File: src/rtl/dest_reg_pipe.sv
// Destination-register pipeline (EX/MEM/WB) with operand forwarding selects,
// load-use stall request and register-file write port derivation.
module dest_reg_pipe #(
    parameter int               REG_W    = 5,
    parameter logic [REG_W-1:0] ZERO_REG = '0
) (
    input  logic             Clk,
    input  logic             Rst_n,
    input  logic [REG_W-1:0] id_dest,
    input  logic             id_reg_write,
    input  logic             id_mem_read,
    input  logic [REG_W-1:0] id_rs,
    input  logic [REG_W-1:0] id_rt,
    input  logic             id_uses_rs,
    input  logic             id_uses_rt,
    input  logic             flush,
    output logic             stall,
    output logic [1:0]       fwd_a,
    output logic [1:0]       fwd_b,
    output logic [REG_W-1:0] ex_dest,
    output logic [REG_W-1:0] mem_dest,
    output logic [REG_W-1:0] wb_dest,
    output logic             wb_reg_write
);

    localparam logic [1:0] FWD_RF  = 2'b00;
    localparam logic [1:0] FWD_MEM = 2'b01;
    localparam logic [1:0] FWD_WB  = 2'b10;

    logic [REG_W-1:0] r_ex_dest;
    logic             r_ex_reg_write;
    logic             r_ex_mem_read;
    logic [REG_W-1:0] r_ex_rs;
    logic [REG_W-1:0] r_ex_rt;

    logic [REG_W-1:0] r_mem_dest;
    logic             r_mem_reg_write;
    logic             r_mem_mem_read;

    logic [REG_W-1:0] r_wb_dest;
    logic             r_wb_reg_write;

    logic             w_hz;
    logic             w_ex_bubble;
    logic             w_mem_fwd_ok;
    logic             w_wb_fwd_ok;

    // Load-use: a load in EX whose result the decode instruction needs next cycle.
    assign w_hz = r_ex_mem_read && r_ex_reg_write && (r_ex_dest != ZERO_REG) &&
                  (((r_ex_dest == id_rs) && id_uses_rs) ||
                   ((r_ex_dest == id_rt) && id_uses_rt));

    assign stall       = w_hz && !flush;
    assign w_ex_bubble = stall || flush;

    always_ff @(posedge Clk) begin
        if (!Rst_n) begin
            r_ex_dest       <= '0;
            r_ex_reg_write  <= 1'b0;
            r_ex_mem_read   <= 1'b0;
            r_ex_rs         <= '0;
            r_ex_rt         <= '0;
            r_mem_dest      <= '0;
            r_mem_reg_write <= 1'b0;
            r_mem_mem_read  <= 1'b0;
            r_wb_dest       <= '0;
            r_wb_reg_write  <= 1'b0;
        end else begin
            r_wb_dest       <= r_mem_dest;
            r_wb_reg_write  <= r_mem_reg_write;
            r_mem_dest      <= r_ex_dest;
            r_mem_reg_write <= r_ex_reg_write;
            r_mem_mem_read  <= r_ex_mem_read;
            if (w_ex_bubble) begin
                r_ex_dest      <= '0;
                r_ex_reg_write <= 1'b0;
                r_ex_mem_read  <= 1'b0;
                r_ex_rs        <= '0;
                r_ex_rt        <= '0;
            end else begin
                r_ex_dest      <= id_dest;
                r_ex_reg_write <= id_reg_write;
                r_ex_mem_read  <= id_mem_read;
                r_ex_rs        <= id_rs;
                r_ex_rt        <= id_rt;
            end
        end
    end

    // A load sitting in MEM has no data yet, so it is never a MEM-stage source.
    assign w_mem_fwd_ok = r_mem_reg_write && !r_mem_mem_read && (r_mem_dest != ZERO_REG);
    assign w_wb_fwd_ok  = r_wb_reg_write && (r_wb_dest != ZERO_REG);

    always_comb begin
        fwd_a = FWD_RF;
        if (w_mem_fwd_ok && (r_mem_dest == r_ex_rs)) begin
            fwd_a = FWD_MEM;
        end else if (w_wb_fwd_ok && (r_wb_dest == r_ex_rs)) begin
            fwd_a = FWD_WB;
        end
    end

    always_comb begin
        fwd_b = FWD_RF;
        if (w_mem_fwd_ok && (r_mem_dest == r_ex_rt)) begin
            fwd_b = FWD_MEM;
        end else if (w_wb_fwd_ok && (r_wb_dest == r_ex_rt)) begin
            fwd_b = FWD_WB;
        end
    end

    assign ex_dest      = r_ex_dest;
    assign mem_dest     = r_mem_dest;
    assign wb_dest      = r_wb_dest;
    assign wb_reg_write = w_wb_fwd_ok;

endmodule

File: config.mk
export PLATFORM = sky130hd
export DESIGN_NAME = dest_reg_pipe
export DESIGN_NICKNAME = d
export VERILOG_FILES = /design/src/rtl/dest_reg_pipe.sv
export SDC_FILE = /design/constraint.sdc
export NUM_CORES = 1
export LEC_CHECK = 0
export ABC_AREA = 1
export BUFFER_PORTS_ARGS = -buffer_cell sky130_fd_sc_hd__buf_2
export CORE_MARGIN = 2
export CORE_UTILIZATION = 35
export CTS_CLUSTER_SIZE = 25
export DETAILED_ROUTE_END_ITERATION = 6
export PLACE_DENSITY = 0.58
export REMOVE_ABC_BUFFERS = 1
export SYNTH_ARGS = -nofsm -noshare
export SYNTH_HDL_FRONTEND = slang
export SYNTH_SLANG_ARGS = --single-unit
File: constraint.sdc
create_clock -name Clk -period 1.3 [get_ports Clk]
set_clock_uncertainty 0.05 [all_clocks]
set_input_delay 0.26 -clock Clk [delete_from_list [all_inputs] [get_ports Clk]]
set_output_delay 0.26 -clock Clk [all_outputs]
set_load 0.05 [all_outputs]
; Yosys cells after proc, flatten, opt, wreduce, memory -nomap -nowiden
; Cells that the tools add are included.
[op_classes]
reduce_logical = 21
muxes = 4
eq_ne = 6
n_bitwise = 1
[ops]
columns = cell, count
row1 = 5-bit equality test, 6
row2 = 5-bit nonzero test, 3
row3 = 1-bit logical AND, 13
row4 = 2-bit 2-to-1 mux, 4
row5 = 1-bit logical NOT, 2
row6 = 1-bit logical OR, 2
row7 = 2-bit OR reduction, 1
row8 = 1-bit inverter, 1
[totals]
ff_bits = 30
out_inout_bits = 21

; Depth between registers and ports, before layout
; Gate-level depths: netlist of run 1.
[depth]
ltp_word = 7
ltp_mapped = 10

; Worst setup path after synthesis of run 1
; OpenSTA, ideal clock, no wires.
[synth_timing]
path_kind = register -> output
start = reg r_mem_dest[0] (netlist: mem_dest[0])
end = out fwd_a[1]
path_stages_with_launch = 5
arrival_time_ns = 2.658
path_buffers = 0
slack_ns = -1.668
required_ns = 0.990
path_cell_list = dfxtp_1 -> xnor2_1 -> nand3_1 -> nor3_1 -> nor2_1
[synth_via]
elab_chain_cells = 4
word_cells_on_any_way = 5
classes_between = eq/ne: 1 / mux: 1 / reduce/logical: 3
[synth_rtl]
columns = item, line_no
row1 = "start, declared", 36  ; logic [REG_W-1:0] r_mem_dest;
row2 = "start signal, assigned", 71  ; r_mem_dest <= r_ex_dest;
row3 = 5-bit nonzero test, 91  ; assign w_mem_fwd_ok = r_mem_reg_write && !r_mem_mem_read && (r_mem_dest != ZERO_REG);
row4 = 1-bit logical AND, 91
row5 = 1-bit logical AND *, 96  ; if (w_mem_fwd_ok && (r_mem_dest == r_ex_rs)) begin
row6 = 2-bit 2-to-1 mux *, 96
row7 = "end, declared", 18  ; output logic [1:0] fwd_a,
; Mark *: on every way between the ends. The rest lies on a longest branch, timed or not.

; Final worst setup path of run 1
[layout_timing]
start = reg r_ex_dest[2] (netlist: ex_dest[2])
end = out stall
[layout_via]
elab_chain_cells = 5
word_cells_on_any_way = 9
classes_between = eq/ne: 2 / reduce/logical: 7
[layout_rtl]
columns = item, line_no
row1 = "start, declared", 30  ; logic [REG_W-1:0] r_ex_dest;
row2 = "start signal, assigned", 81  ; r_ex_dest <= id_dest;
row3 = "5-bit equality test, on equally long branches", "50, 51"
row4 = "1-bit logical AND, on equally long branches", "50, 51"
row5 = 1-bit logical OR, 50  ; (((r_ex_dest == id_rs) && id_uses_rs) ||
row6 = 1-bit logical AND *, 49  ; assign w_hz = r_ex_mem_read && r_ex_reg_write && (r_ex_dest != ZERO_REG) &&
row7 = 1-bit logical AND *, 53  ; assign stall = w_hz && !flush;
row8 = "end, declared", 17  ; output logic stall,
; Marked as above.

==> key figures, run 1 <==
Critical path
  • Critical Path Most Common Cell: nand2_2
  • CP Launch Type: flip-flop
  • Max Fanout on Critical Path: 5
  • WP buf/inv: 2
  • Crit path kind: reg -> out
  • CP arrival: 1.45 ns
  • Top Family by Delay on Critical Path: simple AND/OR/NAND/NOR gates
  • Worst path max stage delay: 0.38 ns
  • Crit. End Element: output port
  • Cell at the slowest stage of the critical path: dfxtp_4
  • WP data required: 0.99 ns
  • Crit path cell chain: inv_4 > nand2_2 > nand2_2 > nor2_2 > nand3_1 > nand2_2 > nand2_4 > nor2_2 > buf_6

Placement
  • Area after DPL: 1799 um^2
  • # port buffers: 42
  • Hpwl dp: 2.377 mm
  • Placer Congestion: 0.9673

Status
  • Violated checks: setup timing
  • Outcome: finished, violations left

Drt
  • ANT nets after route: 0
  • Drt drc: 0
  • Drt wl/cell: 10.84 um
  • Initial DRC count: 40
  • Pre-antenna DRT Iters: 4
  • Drt total wl: 3.425 mm
  • Via count: 1322
  • DR vias/cell: 4.184

STA
  • Fmax: 568.8 MHz
  • Final hold viol count: 0
  • Fin worst setup slack: -0.4580 ns
  • Max Transition Viols Final: 0
  • Slew HR: 51.85%
  • Unrepaired setup endpoints after global routing: yes
  • Fin crit share: 135.2%
  • Least-Margin Pin Slew: 0.7196 ns
  • Minimum clock period: 1.758 ns
  • Final setup viols: 14

Synth
  • Synthesized cell area: 1334 um^2
  • Synthesized instance count: 187
  • Yosys reg bits: 30
  • Register area share after synthesis: 45.03%
  • Synth Area in Simple Gates: 29.64%
  • Post-synthesis mux area share: 0%
  • Area contributors post-synth: dfxtp_1, nand2_1, xnor2_1
  • Adder-Cell Fraction of Synth Area: 0%
  • Post-synth top area cell: dfxtp_1
  • Count leader, synth: nand2_1
  • Yosys warning count: 0
  • Synth Area in Compound Gates: 0.3752%
  • Share of flip-flops with an asynchronous set or reset: 0%
  • Syn_area_per_cell: 7.133 um^2
  • Post-synth top cells: nand2_1, inv_1, nor2_1, dfxtp_1, xnor2_1
  • Area share of the largest cell type after synthesis: 45.03%
  • Post-synth cell types: 17
  • Largest family of logic cells by synthesized area: simple AND/OR/NAND/NOR gates
  • XOR/XNOR share of the synthesized area: 13.13%
  • Post-synth EDFFs: 0
  • Ys flop type: dfxtp_1

Final layout
  • Nets: 289
  • Fillers: 337
  • Multi-input gate area: 699.4 um^2
  • Design area: 2178 um^2
  • Core Util, Final: 59.50%
  • Register Area: 645.6 um^2
  • Share of cells above drive strength 1: 48.51%
  • Antenna Diode Count: 0
  • Layout area overhead: 63.32%

Global route
  • Met3 Use GR: 5.137%
  • Grt met1 use: 18.29%
  • GR peak layer: met2
  • First-pass GRT wire length: 5.050 mm
  • Vias in the first global route: 1128
  • GRT Total Usage: 15.66%
  • Initial antenna violation count: 0
  • Total gr overflow: 0
  • Largest net degree at the start of global routing: 18
  • Routing usage on met2: 25.88%

Floorplan
  • Die area: 4320 um^2
  • Core box area: 3661 um^2
  • Io pins: 43
  • Die Y: 65.73 um
  • Die W: 65.73 um
  • Initial cell density of the core: 36.43%
  • Site Rows: 22

CTS
  • Skew-Pair Late Insertion Delay: 0.28 ns
  • Sinks on Clock Net: 30
  • Total CTS buffers: 5
  • # H-tree levels: 2
  • CTS tree: done
  • Reg clk slew, reported paths: 0.06 ns
  • Clk buf depth: 2
  • Clock root buffer master: clkbuf_8

Worst hold path
  • Min-Delay Path Class: in -> reg

Power and ir drop
  • Cell Pwr Density: 956.8 nW/um^2
  • Maximum vdd drop: 510.6 uV
  • P_leak: 1.218 nW

Flow run
  • Max-cap violations: 0
[area by class of cell]
type | instances | area share (%)
Clock buffer | 7 | 3.963
Clock inverter | 1 | 0.2298
Inverter | 38 | 6.893
Multi-Input combinational cell | 118 | 32.11
Sequential cell | 30 | 29.64
Tap cell | 48 | 2.757
Timing Repair Buffer | 74 | 24.41
[placed cells by master, fill, tap and decap left out, types with 5 or more instances in the layout]
cell type,instances
nand2_2,9
buf_6,11
nand2_1,38
xnor2_1,14
dfxtp_4,9
buf_2,26
buf_4,37
dfxtp_1,12
nor2_1,26
clkbuf_8,6
nand3_1,5
inv_1,32
dfxtp_2,9
[power by group]
part	leakage, nW	switching, mW	internal, mW
clock network	0.0482	0.341	0.426
registers	0.256	0.0334	0.939
logic	0.914	0.185	0.160
total	1.22	0.559	1.53
[registers in the layout, indices dropped and copies added, names as in the netlist, 5 cells and up]
register / flops
ex_dest: 5
r_ex_rs: 5
wb_dest: 5
mem_dest: 5
r_ex_rt: 5
[path summary, 6_finish.rpt]
kind | from | to | slack, ns | depth (start not counted)
max | ex_dest[2] | stall | -0.46 | 9
min | id_dest[4] | ex_dest[4] | 0.13 | 3
max reg2reg | ex_dest[2] | r_ex_reg_write | -0.06 | 10
min reg2reg | r_mem_reg_write | r_wb_reg_write | 0.38 | 2
[tightest hold or removal path, stage by stage]
cell	delay, ns
buf_2	0.09
inv_1	0.04
nor2_1	0.03
[routing by layer]
metal	vias to the layer above	routed length, um
li1	703	-
met1	571	1477
met5	-	0
met3	7	185
met2	41	1715
met4	0	46
[stage by stage]
stage	setup WS (ns)	cells	power (mW)	setup TNS, ns	hold slack (ns)
after global routing	-0.5603	316	2.187	-3.623	0.1277
after detailed placement	-0.2892	303	1.289	-2.129	0.3747
after floorplan	-1.668	185	1.156	-10.78	0.3076
final	-0.4580	316	2.084	-2.410	0.1265
after global placement	-0.3001	303	1.286	-2.087	0.3662
after CTS	-0.4513	311	2.067	-2.313	0.1188
[kinds of logic after synthesis]
logic type / count (synthesis)
buffers and inverters: 40
DFF: 30
and+or+nand+nor: 96
AOI/OAI and AO/OA: 1
xor gates and xnor gates: 20
[repair_timing]
item | 4_1_cts | 5_1_grt
pin swaps | 11 | 12
hold buffers | 0 | 0
gates resized for setup | 51 | 38
setup buffers | 0 | 4
gates cloned | 0 | 1
setup endpoints to repair | 35 | 24
No activity file was read; power rests on OpenSTA's default activity.
==> run 2, diff against run 1 <==
- CTS_BUF_LIST: unset -> sky130_fd_sc_hd__clkbuf_8
==> run 2 against run 1 <==
  * The flow still finishes with violations (setup timing)
  * Sequential power about the same
  * Count of clock-buffer cells in the layout decreased by 1
  * Highest routed layer unchanged
  * Non-clock buffer count unchanged
==> key figures, run 2 (same netlist as run 1, synthesis figures left out) <==
Status
  • Outcome: finished, violations left
  • Violated checks: setup timing

Global route
  • Largest net degree at the start of global routing: 18
  • Vias in the first global route: 1128
  • Met3 Use GR: 5.137%
  • GRT Total Usage: 15.66%
  • Routing usage on met2: 25.88%
  • Initial antenna violation count: 0
  • Grt met1 use: 18.29%
  • Total gr overflow: 0
  • First-pass GRT wire length: 5.050 mm
  • GR peak layer: met2

Drt
  • Drt drc: 0
  • Drt total wl: 3.425 mm
  • Pre-antenna DRT Iters: 4
  • Initial DRC count: 36
  • Via count: 1322
  • ANT nets after route: 0
  • DR vias/cell: 4.184
  • Drt wl/cell: 10.84 um

Power and ir drop
  • P_leak: 1.222 nW
  • Maximum vdd drop: 496.8 uV
  • Pwr Total: 2.077 mW
  • Cell Pwr Density: 953.4 nW/um^2

Flow run
  • Max-cap violations: 0

CTS
  • CTS tree: done
  • Clock root buffer master: clkbuf_8
  • Reg clk slew, reported paths: 0.06 ns
  • Sinks on Clock Net: 30
  • Total CTS buffers: 5
  • Clk buf depth: 2
  • # H-tree levels: 2
  • Skew-Pair Late Insertion Delay: 0.28 ns

STA
  • Fmax: 568.8 MHz
  • Least-Margin Pin Slew: 0.7196 ns
  • Fin crit share: 135.2%
  • Slew HR: 51.85%
  • Final setup viols: 14
  • Minimum clock period: 1.758 ns
  • Final hold viol count: 0
  • Setup TNS: -2.410 ns
  • Fin worst setup slack: -0.4580 ns
  • Unrepaired setup endpoints after global routing: yes
  • Max Transition Viols Final: 0
  • Hold Slack: 0.1265 ns

Worst hold path
  • Min-Delay Endpoint: ex_dest[4]
  • Min-Delay Path Class: in -> reg
  • Hold path start: id_dest[4]
  • Worst hold stages: 3

Floorplan
  • Core box area: 3661 um^2
  • Io pins: 43
  • Die W: 65.73 um
  • Die Y: 65.73 um
  • Initial cell density of the core: 36.43%
  • Site Rows: 22
  • Die area: 4320 um^2

Critical path
  • Flop2flop setup slack: -0.06 ns
  • WP data required: 0.99 ns
  • Crit. End Element: output port
  • Crit path kind: reg -> out
  • CP Launch Type: flip-flop
  • Reg2reg start: ex_dest[2]
  • CP arrival: 1.45 ns
  • Worst r2r path cells: 10
  • RR Endpoint: r_ex_reg_write
  • Max Fanout on Critical Path: 5

Placement
  • Placer Congestion: 0.9673
  • # port buffers: 42
  • Pre-CTS setup slack: -0.2892 ns
  • Area after DPL: 1799 um^2
  • Hpwl dp: 2.377 mm
  • Cell Count Post-Placement: 303

Final layout
  • Most frequent cells in the layout: nand2_1, buf_4, inv_1
  • Most common cell after layout, fill and taps aside: nand2_1
  • Layout area overhead: 63.32%
  • Core Util, Final: 59.50%
  • Antenna Diode Count: 0
  • Share of cells above drive strength 1: 48.51%
  • Design area: 2178 um^2
  • Nets: 289
  • Finished Layout Cells: 316
==> run 2: how the worst max path moves through the flow <==
| stage | cells after the start | start | slack [ns] | end |
|---|---|---|---|---|
| after floorplan | 4 | mem_dest[0] | -1.67 | fwd_a[1] |
| after global placement | 9 | ex_dest[2] | -0.30 | stall |
| after detailed placement | 9 | ex_dest[2] | -0.29 | stall |
| after CTS | 9 | ex_dest[2] | -0.45 | stall |
| after global routing | 9 | ex_dest[2] | -0.56 | stall |
| final | 9 | ex_dest[2] | -0.46 | stall |
==> run 2: final cells by class <==
class	count	area, um^2
Fill cell	337	1483
Multi-Input combinational cell	118	699.4
Sequential cell	30	645.6
Timing Repair Buffer	74	531.8
Inverter	38	150.1
Clock buffer	6	82.58
Tap cell	48	60.06
Clock inverter	2	8.758
==> run 2: power by group <==
group          switching (mW)  internal, mW
Sequential             0.0334         0.939
Combinational           0.185         0.160
Clock                   0.342         0.418
Total                   0.559          1.52
==> run 2: what timing repair did <==
| item | in CTS | in global routing |
|---|---|---|
| cloned | 0 | 1 |
| hold buffers | 0 | 0 |
| hold endpoints to repair | 0 | 0 |
| setup buffers | 0 | 4 |
| resized for setup | 51 | 38 |
| endpoints found under the setup margin | 35 | 24 |
| pin swaps | 11 | 12 |
==> run 2: critical path, cell delays in order (launching register included) <==
cell     delay [ns]
dfxtp_4        0.38
inv_4          0.04
nand2_2        0.06
nand2_2        0.06
nor2_2         0.09
nand3_1        0.10
nand2_2        0.10
nand2_4        0.08
nor2_2         0.10
buf_6          0.16
==> run 2: per-layer routing <==
metal  vias to the layer above  wire length (um)
met5                         -                 0
met2                        41              1715
met4                         0                46
li1                        703                 -
met3                         7               185
met1                       571              1477
==> run 3, diff against run 2 <==
--- a/config.mk
+++ b/config.mk
@@ -12,2 +12,3 @@
 export CTS_BUF_LIST = sky130_fd_sc_hd__clkbuf_8
+export CTS_CLUSTER_DIAMETER = 100
 export CTS_CLUSTER_SIZE = 25
==> constraint.sdc (replaced) <==
create_clock -name Clk -period 1.3 [get_ports Clk]
set_clock_uncertainty 0.05 [all_clocks]
set_input_delay 0.065 -clock Clk [delete_from_list [all_inputs] [get_ports Clk]]
set_output_delay 0.065 -clock Clk [all_outputs]
set_load 0.05 [all_outputs]
==> run 3 against run 2 <==
  * The flow still finishes with violations (setup timing)
  * Via count is 0.23% higher
  * Cell count fell by 0.32%
  * Utilization fell by 0.17 points
  * Register-to-register slack improved by 0.03 ns
  * Worst hold slack better by 0.030 ns
  * Highest routed layer unchanged
==> key figures, run 3 (same netlist as run 1, synthesis figures left out) <==
Final layout
  • Layout area overhead: 62.85%
  • Antenna Diode Count: 0
  • Most common cell after layout, fill and taps aside: nand2_1
  • Most frequent cells in the layout: nand2_1, buf_2, inv_1
  • Fillers: 350
  • Design area: 2172 um^2
  • Register Area: 643.1 um^2
  • Nets: 288
  • Multi-input gate area: 695.7 um^2
  • Core Util, Final: 59.33%
  • Share of cells above drive strength 1: 43.82%

Floorplan
  • Io pins: 43
  • Initial cell density of the core: 36.43%
  • Core box area: 3661 um^2
  • Site Rows: 22
  • Die Y: 65.73 um
  • Die area: 4320 um^2
  • Die W: 65.73 um

Critical path
  • WP data required: 1.19 ns
  • Crit. End Element: output port
  • Crit path kind: reg -> out
  • Max Fanout on Critical Path: 5
  • Reg2reg start: ex_dest[2]
  • Flop2flop setup slack: -0.03 ns
  • Crit path cell chain: inv_4 > buf_4 > nand4_1 > nand3_1 > inv_1 > nand2_4 > nor2_4 > buf_8
  • Worst path max stage delay: 0.38 ns
  • Top Family by Delay on Critical Path: buffers and inverters
  • Worst r2r path cells: 8
  • WP buf/inv: 4
  • RR Endpoint: r_ex_rs[1]
  • CP Launch Type: flip-flop
  • Cell at the slowest stage of the critical path: dfxtp_4
  • CP arrival: 1.46 ns

CTS
  • # H-tree levels: 2
  • CTS tree: done
  • Sinks on Clock Net: 30
  • Total CTS buffers: 5
  • Clock root buffer master: clkbuf_8
  • Reg clk slew, reported paths: 0.06 ns
  • Skew-Pair Late Insertion Delay: 0.29 ns
  • Clk buf depth: 2

STA
  • Final setup viols: 13
  • Fmax: 636.3 MHz
  • Fin crit share: 120.9%
  • Minimum clock period: 1.572 ns
  • Least-Margin Pin Slew: 0.2530 ns
  • Fin worst setup slack: -0.2716 ns
  • Slew HR: 83.25%
  • Max Transition Viols Final: 0
  • Unrepaired setup endpoints after global routing: yes
  • Final hold viol count: 0

Global route
  • Initial antenna violation count: 0
  • First-pass GRT wire length: 5.313 mm
  • Largest net degree at the start of global routing: 18
  • Total gr overflow: 0
  • Vias in the first global route: 1248
  • GRT Total Usage: 16.78%

Worst hold path
  • Worst hold stages: 4
  • Min-Delay Path Class: in -> reg
  • Hold path start: Rst_n
  • Min-Delay Endpoint: mem_dest[2]

Placement
  • # port buffers: 42
  • Hpwl dp: 2.245 mm
  • Placer Congestion: 0.9027
  • Area after DPL: 1687 um^2
  • Pre-CTS setup slack: -0.1100 ns

Drt
  • Via count: 1325
  • Drt drc: 0
  • Pre-antenna DRT Iters: 4
  • Initial DRC count: 41
  • ANT nets after route: 0
  • DR vias/cell: 4.206
  • Drt wl/cell: 10.37 um
  • Drt total wl: 3.265 mm

Power and ir drop
  • Clk pwr share: 37.1%
  • Seq pwr share: 46.8%
  • Net Sw Frac: 27.14%
  • Switch Pwr: 0.5665 mW
  • P_leak: 1.208 nW
  • Pint: 1.520 mW
  • Gate power share: 16.1%
  • Cell Pwr Density: 960.8 nW/um^2
  • Maximum vdd drop: 687.1 uV

Status
  • Outcome: finished, violations left
  • Violated checks: setup timing

Flow run
  • Max-cap violations: 0
## run 3: how the worst max path moves through the flow
stage                     depth (start not counted)        to         from
after floorplan                                   4  fwd_a[1]  mem_dest[0]
after global placement                            9     stall   ex_dest[1]
after detailed placement                          9     stall   ex_dest[1]
after CTS                                         9     stall   ex_dest[1]
after global routing                              9     stall   ex_dest[4]
final                                             8     stall   ex_dest[1]
## run 3: timing repair
item                                    4_1_cts  5_1_grt
gates resized for setup                      35       38
pin swaps                                     9       16
buffers inserted                              1        1
hold endpoints to repair                     17        0
gates cloned                                  0        0
endpoints found under the setup margin       23       23
hold buffers                                 17        0
## run 3: worst min-delay path, delay by kind of cell
kind | cells | cell delay [ns]
buf+inv | 3 | 0.33
simple gates | 1 | 0.07
## run 3: routing by layer
metal	track usage, %	wire length [um]	vias up	share of wire [%]
met4	9.375	36	0	1.1
met2	27.90	1615	34	49
met5	0	0	-	0
met3	4.110	155	4	4.7
met1	19.60	1457	585	45
li1	-	-	702	-
## run 3: power by group through the flow
stage,logic [mW],clock network [mW],registers (mW)
finish,0.336,0.774,0.977
global route,0.367,0.852,0.981
detailed placement,0.261,0,0.999
global placement,0.260,0,0.999
CTS,0.311,0.796,0.978
floorplan,0.115,0,1.04
## run 3: per-stage QoR
step / setup TNS (ns) / total power [mW] / std cells / hold slack, ns
after detailed placement: -1.370 / 1.259 / 288 / 0.2321
after global placement: -1.458 / 1.259 / 288 / 0.2294
final: -1.130 / 2.087 / 315 / 0.1567
after floorplan: -9.613 / 1.156 / 185 / 0.1126
after CTS: -1.093 / 2.085 / 314 / 0.1348
after global routing: -3.608 / 2.200 / 315 / 0.1597
## run 3: layout make-up
class / count / share of cell area, %
clock inverter: 2 / 0.4032
multi-input combinational: 117 / 32.03
sequential: 30 / 29.61
clock buffer: 6 / 3.802
tap: 48 / 2.765
timing repair buffer: 74 / 24.60
inverter: 38 / 6.797
